`src/rtl/alu_mul_seq_pkg.sv`:
```
// -----------------------------------------------------------------------------
// alu_mul_seq_pkg
// Shared types and constants for the sequential shift-and-add multiplier.
//   state_t      : controller states (2-bit)
//   ALU_*        : opcodes of the shared alu datapath
// -----------------------------------------------------------------------------
package alu_mul_seq_pkg;

    typedef enum logic [1:0] {
        IDLE  = 2'b00,
        ADD   = 2'b01,
        SHIFT = 2'b10,
        DONE  = 2'b11
    } state_t;

    localparam logic [1:0] ALU_ADD = 2'b00;
    localparam logic [1:0] ALU_SUB = 2'b01;
    localparam logic [1:0] ALU_AND = 2'b10;
    localparam logic [1:0] ALU_OR  = 2'b11;

endpackage

```
`src/rtl/alu_mul_seq_alu.sv`:
```
// -----------------------------------------------------------------------------
// alu
// Combinational N-bit ALU shared by the multiplier controller.
// Ports:
//   i_a, i_b     : N-bit operands
//   i_ctrl       : 00 add, 01 sub (a - b), 10 and, 11 or
//   o_result     : N-bit result
//   o_carry_out  : carry of add; no-borrow flag of sub; 0 for logic ops
// -----------------------------------------------------------------------------
module alu
    import alu_mul_seq_pkg::*;
#(
    parameter int N = 8
) (
    input  logic [N-1:0] i_a,
    input  logic [N-1:0] i_b,
    input  logic [1:0]   i_ctrl,
    output logic [N-1:0] o_result,
    output logic         o_carry_out
);

    always_comb begin
        o_result    = '0;
        o_carry_out = 1'b0;
        case (i_ctrl)
            ALU_ADD: {o_carry_out, o_result} = {1'b0, i_a} + {1'b0, i_b};
            ALU_SUB: {o_carry_out, o_result} = {1'b0, i_a} + {1'b0, ~i_b} + (N+1)'(1);
            ALU_AND: o_result = i_a & i_b;
            default: o_result = i_a | i_b;
        endcase
    end

endmodule

```
`src/rtl/alu_mul_seq.sv`:
```
// -----------------------------------------------------------------------------
// alu_mul_seq
// Multi-cycle unsigned N x N -> 2N shift-and-add multiplier. One shared alu
// (always ADD) accumulates the multiplicand into the high half; the low half
// starts as the multiplier and is shifted out while product bits shift in.
// Ports:
//   i_clk      : clock, rising edge
//   i_reset    : asynchronous, active-high reset
//   i_start    : request, sampled only in IDLE
//   i_a, i_b   : multiplicand / multiplier, captured on accepted start
//   o_busy     : high in every state except IDLE
//   o_done     : one-cycle pulse in DONE
//   o_product  : {hi, lo}, valid from DONE, held until next accepted start
// Build option:
//   ALU_MUL_SEQ_SKIP_ZERO_EN : when defined, a zero multiplier bit skips the
//   ALU cycle and shifts directly in ADD (latency N + popcount(b)).
// -----------------------------------------------------------------------------
module alu_mul_seq
    import alu_mul_seq_pkg::*;
#(
    parameter int N = 8
) (
    input  logic           i_clk,
    input  logic           i_reset,
    input  logic           i_start,
    input  logic [N-1:0]   i_a,
    input  logic [N-1:0]   i_b,
    output logic           o_busy,
    output logic           o_done,
    output logic [2*N-1:0] o_product
);

    localparam int CW = $clog2(N) + 1;
    localparam logic [CW-1:0] LAST_CNT = CW'(N - 1);

    state_t        r_state;
    state_t        w_next;
    logic [N-1:0]  r_mcand;
    logic [N-1:0]  r_hi;
    logic [N-1:0]  r_lo;
    logic          r_carry;
    logic [CW-1:0] r_cnt;

    logic [N-1:0]  w_alu_b;
    logic [N-1:0]  w_alu_res;
    logic          w_alu_co;
    logic          w_last;
    logic          w_skip;

    assign w_alu_b = r_lo[0] ? r_mcand : '0;
    // cnt + 1 == N, evaluated before the increment
    assign w_last  = (r_cnt == LAST_CNT);

`ifdef ALU_MUL_SEQ_SKIP_ZERO_EN
    assign w_skip = ~r_lo[0];
`else
    assign w_skip = 1'b0;
`endif

    alu #(.N(N)) m_alu (
        .i_a         (r_hi),
        .i_b         (w_alu_b),
        .i_ctrl      (ALU_ADD),
        .o_result    (w_alu_res),
        .o_carry_out (w_alu_co)
    );

    always_ff @(posedge i_clk or posedge i_reset) begin
        if (i_reset) begin
            r_state <= IDLE;
        end else begin
            r_state <= w_next;
        end
    end

    always_comb begin
        w_next = r_state;
        case (r_state)
            IDLE:    if (i_start) w_next = ADD;
            ADD:     if (w_skip) w_next = w_last ? DONE : ADD;
                     else        w_next = SHIFT;
            SHIFT:   w_next = w_last ? DONE : ADD;
            default: w_next = IDLE;
        endcase
    end

    always_ff @(posedge i_clk or posedge i_reset) begin
        if (i_reset) begin
            r_mcand <= '0;
            r_hi    <= '0;
            r_lo    <= '0;
            r_carry <= 1'b0;
            r_cnt   <= '0;
        end else begin
            case (r_state)
                IDLE: begin
                    if (i_start) begin
                        r_mcand <= i_a;
                        r_lo    <= i_b;
                        r_hi    <= '0;
                        r_carry <= 1'b0;
                        r_cnt   <= '0;
                    end
                end
                ADD: begin
                    if (w_skip) begin
                        // carry is always 0 here (cleared by the previous shift)
                        {r_hi, r_lo} <= {1'b0, r_hi, r_lo[N-1:1]};
                        r_cnt        <= r_cnt + CW'(1);
                    end else begin
                        r_hi    <= w_alu_res;
                        r_carry <= w_alu_co;
                    end
                end
                SHIFT: begin
                    // ADD carry re-enters at the top so it is never lost
                    {r_carry, r_hi, r_lo} <= {1'b0, r_carry, r_hi, r_lo[N-1:1]};
                    r_cnt                 <= r_cnt + CW'(1);
                end
                default: ;
            endcase
        end
    end

    assign o_busy    = (r_state != IDLE);
    assign o_done    = (r_state == DONE);
    assign o_product = {r_hi, r_lo};

endmodule

```
`config.mk`:
```
export PLATFORM = sky130hd
export DESIGN_NAME = alu_mul_seq
export DESIGN_NICKNAME = d
export VERILOG_FILES = /design/src/rtl/alu_mul_seq_pkg.sv /design/src/rtl/alu_mul_seq_alu.sv /design/src/rtl/alu_mul_seq.sv
export SDC_FILE = /design/constraint.sdc
export NUM_CORES = 1
export LEC_CHECK = 0
export ABC_AREA = 1
export CORE_MARGIN = 3
export CORE_UTILIZATION = 25
export DETAILED_ROUTE_END_ITERATION = 10
export REMOVE_ABC_BUFFERS = 1
export SLEW_MARGIN = 10
export SYNTH_ARGS = -nofsm -noshare
export SYNTH_HDL_FRONTEND = slang
export SYNTH_HIERARCHICAL = 1
export SYNTH_SLANG_ARGS = --single-unit
```
`constraint.sdc`:
```
create_clock -name i_clk -period 6.09 [get_ports i_clk]
set_clock_uncertainty 0.05 [all_clocks]
set_input_delay 1.5225 -clock i_clk [delete_from_list [all_inputs] [get_ports i_clk]]
set_output_delay 1.5225 -clock i_clk [all_outputs]
set_load 0.05 [all_outputs]
```
# Yosys cells after proc, flatten, opt, wreduce, memory -nomap -nowiden
# Index checks and enable logic that the tools add are counted.
dict set report totals {
  register_bits 31
  word_cells 32
}
dict set report op_classes {
  add_sub_neg 2
  eq_ne 5
  mux 12
  n_reduce_logical 7
}
# operator n
set ops {}
lappend ops {{8-bit 2-to-1 mux} 3}
lappend ops {{8-bit one-hot mux with 3 select lines} 1}
lappend ops {{8-bit one-hot mux with 2 select lines} 1}
lappend ops {{8-bit by 8-bit adder with 9-bit output} 1}
lappend ops {{4-bit one-hot mux with 2 select lines} 1}
lappend ops {{2-bit one-hot mux with 3 select lines} 1}
lappend ops {{2-bit AND reduction} 3}
lappend ops {{4-bit by 1-bit adder with 4-bit output (second input constant)} 1}
lappend ops {{2-bit equality test (second input constant)} 2}
lappend ops {{4-bit by 3-bit equality test with 1-bit output (second input constant)} 1}
lappend ops {{2-bit 2-to-1 mux} 2}
lappend ops {{4-bit 2-to-1 mux} 1}
lappend ops {{2-bit nonzero test} 2}
lappend ops {{1-bit one-hot mux with 3 select lines} 1}
lappend ops {{3-bit nonzero test} 1}
lappend ops {{2-bit by 1-bit equality test with 1-bit output (second input constant)} 1}
lappend ops {{2-bit zero test} 1}
lappend ops {{2-bit inequality test (second input constant)} 1}
lappend ops {{1-bit 2-to-1 mux} 1}

# Logic depth before layout (Yosys ltp)
dict set report depth {
  depth_word 3
  depth_mapped 18
  mapped_depth_nobuf 17
}

# Hierarchy
# The synthesis kept the hierarchy.
# mod n_inst cells_per_inst area_per_inst_um2 seq_area_each_um2
set by_module_without_submodules {}
lappend by_module_without_submodules {alu_mul_seq 1 203 1634.1 775.7}
lappend by_module_without_submodules {alu 1 185 1079.8 0.0}

# Worst setup path before layout
# Ideal clock, no wire load.
dict set report synth_path {
  path_type {register -> output}
  startpoint {register r_state[0]}
  endpoint {output o_busy}
  arrival_ps 1075
  required_time_ps 4517
  setup_slack_ps 3442
  path_stages_with_launch 4
  n_path_buf 0
  cell_sequence {dfrtp_1 -> inv_1 -> ha_1 -> inv_1}
}
dict set report synth_via {
  elab_chain_len 1
}
# element line
set synth_lines {}
lappend synth_lines {{from (decl)} alu_mul_seq.sv:36} ;# state_t r_state;
lappend synth_lines {{from (signal assigned)} alu_mul_seq.sv:72} ;# r_state <= w_next;
lappend synth_lines {{2-bit nonzero test} alu_mul_seq.sv:125} ;# assign o_busy = (r_state != IDLE);
lappend synth_lines {{to (decl)} alu_mul_seq.sv:28} ;# output logic o_busy,
# No other way between the ends.

# Final worst setup path
# Ends and elaborated chain as after synthesis.

==> metrics.txt <==
Worst EP arrival=2040 ps; Max-cap violations=0; pin count of the biggest net entering global routing=32; hold_sp=r_mcand[7]; clk sink count=31; final setup violation count=0; die height=110 um; layout cell share with drive strength beyond 1=9.77%; asr flop ratio synth=100%; Req. time, crit path=4520 ps; syn avg cell area=6.99 sq um; ys flop type=dfrtp_1; gpl congestion=0.831; post-cts sizing count=0; DPL Wire Length=5280 um; I/O Buffers=36; met3 WL=322 um; leading area contributor after synthesis=dfrtp_1; initial core utilization=25.9%; pwr/cell area=492 nW/um^2; EDFF count, synth=0; routed vias=2479; Max VDD drop=0.268 mV; Antenna Cells=0; GRT Residual Overflow=0; share of the synthesized area in the top cell type=28.6%; Met2 Routed Length=3150 um; antenna violations before repair=0; Area Growth Syn to Fin=22.1%; Die ar.=12100 sq um; # IOs=37; Pleak=0.00171 uW; via/cell ratio=4.38; DRT antenna net count=0; Worst Setup Path Type=reg2out; Layout Nets=484; setup TNS=0 ps; FP Rows=37; worst r2r path cells=17; period utilization=59.3%; DRT met1 WL=3060 um; Final min period=3610 ps; chip width=110 um; Synth Instances=388; Area contributors post-synth=dfrtp_1 29%, nand2_1 18%, ha_1 15%; CP Capture Type=primary output; Reg-to-Reg Start=r_lo[0]; htree depth=2; clock root buffer=clkbuf_8; Hold-fix buffers, CTS=0; vias in the first global route=2473; Max Used Layer=met4; drt total wl=6620 um; Placeable Area=10500 sq um; CTS Buf Count=5; Hold Path Depth=1; DP Cell Count=559; clock slew at the register clock pins of the worst setup and hold paths=70 ps; area of the mapped netlist=2710 sq um; worst hold endpoint=r_mcand[7]; Hold WC Path Type=reg2reg; worst r2r dst=r_hi[6]; Final Total Pwr=1630 uW; Slew Limit Headroom=57.9%; Remaining DRCs=0; Max Fclk=0.277 GHz; Post-CTS Setup Repair Bufs=0; Synth cell types=30; Reg2Reg Setup Slack=3650 ps; Max Root-Sink Buffers=2; DR pass1 iterations=4; TritonCTS clock tree=done; worst-path fanout max=6; Final Slew Violations=0; CP startpoint kind=flop; GRT Resource Usage Total=11.7%; wire per inst=11.7 um; Initial DRC Count=50; Final Non-Filler Cells=566; clock latency at the later pin of the worst-skew pair=280 ps; status=finished, final reports clean; RSZ-0062 raised after global routing=false; first-pass GRT wire length=11400 um; Synthesis Warnings=6; Least-Margin Pin Slew=632 ps; register area share after synthesis=28.6%; Hold Fails Final Rpt=0; #FFs+latches synth=31
cells by family after synthesis:
group	share of synthesized area, %
compound gates	7.79
fa+ha+maj	16.7
buf+inv	10.3
flops	28.6
mux	3.32
other cells	0.138
simple gates	33.1
cell usage after synthesis, types with 2 or more instances:
master,instances
a21boi_0,2
a21oi_1,7
a21oi_2,2
buf_2,5
clkbuf_1,2
dfrtp_1,31
fa_1,2
ha_1,33
inv_1,56
inv_2,5
mux2_2,8
nand2_1,132
nand2_2,7
nand3_1,38
nand4_1,5
nor2_1,14
nor2_2,2
o2111ai_1,2
o211ai_1,3
o21ai_0,10
o21ai_1,6
or2_2,8
cell type report:
| class | instances | area, sq um |
|---|---|---|
| Multi-Input combinational cell | 294 | 1680 |
| Clock inverter | 1 | 5.00 |
| Sequential cell | 31 | 776 |
| Clock buffer | 6 | 82.6 |
| Timing Repair Buffer | 37 | 368 |
| Fill cell | 1164 | 7150 |
| Inverter | 61 | 229 |
| Tap cell | 136 | 170 |
metal layers:
| metal | GRT usage [%] | vias up |
|---|---|---|
| li1 | - | 1288 |
| met1 | 15.0 | 1123 |
| met2 | 20.5 | 60 |
| met3 | 1.92 | 8 |
| met4 | 3.17 | 0 |
| met5 | 0 | - |
worst max path at each step:
| stage | from | end | slack, ps |
|---|---|---|---|
| after floorplan | r_state[0] | o_busy | 3440 |
| after CTS | r_state[0] | o_busy | 2490 |
| after detailed placement | r_state[0] | o_busy | 2810 |
| after global placement | r_state[0] | o_busy | 2860 |
| final | r_state[0] | o_busy | 2480 |
| after global routing | r_state[0] | o_busy | 2400 |
layout by cell type, fill, tap and decap left out, drive strengths merged:
cell type,synthesis,final
nand2,139,139
inv,61,61
nand3,38,38
clkdlybuf4s50,0,36
ha,33,33
dfrtp,31,31
nor2,16,16
o21ai,16,16
a21oi,10,10
or2,8,8
mux2,8,8
conb,1,8
clkbuf,2,6
nand4,5,5
o211ai,3,3
a21boi,2,2
o2111ai,2,2
fa,2,2
clkinv,0,1
nand3b,1,1
nor3,1,1
o31ai,1,1
and2,1,1
buf,7,1
registers in the layout, indices dropped and copies added, names as in the netlist:
name     flops
r_hi         8
r_lo         8
r_mcand      8
r_cnt        4
r_state      2
r_carry      1
power breakdown:
part / internal (uW) / total (uW) / switching (uW)
sequential: 289 / 372 / 83.1
clock: 88.6 / 166 / 77.5
combinational: 374 / 1090 / 717
critical path, cell delays in order (launching register included):
cell and delay [ps]:
dfrtp_1 460, inv_1 150, ha_1 250, inv_1 90, clkdlybuf4s50_1 810
per-stage QoR:
step / worst slack, ps / hold WS [ps] / area, sq um / util (%)
global route: 2400 / 472 / 3310 / 31.7
detailed placement: 2810 / 442 / 3230 / 30.8
CTS: 2490 / 460 / 3310 / 31.7
floorplan: 3440 / 399 / 2690 / -
global placement: 2860 / 418 / 3230 / 30.8
finish: 2480 / 457 / 3310 / 31.7
Note: power is estimated with default switching activity, not from simulation.
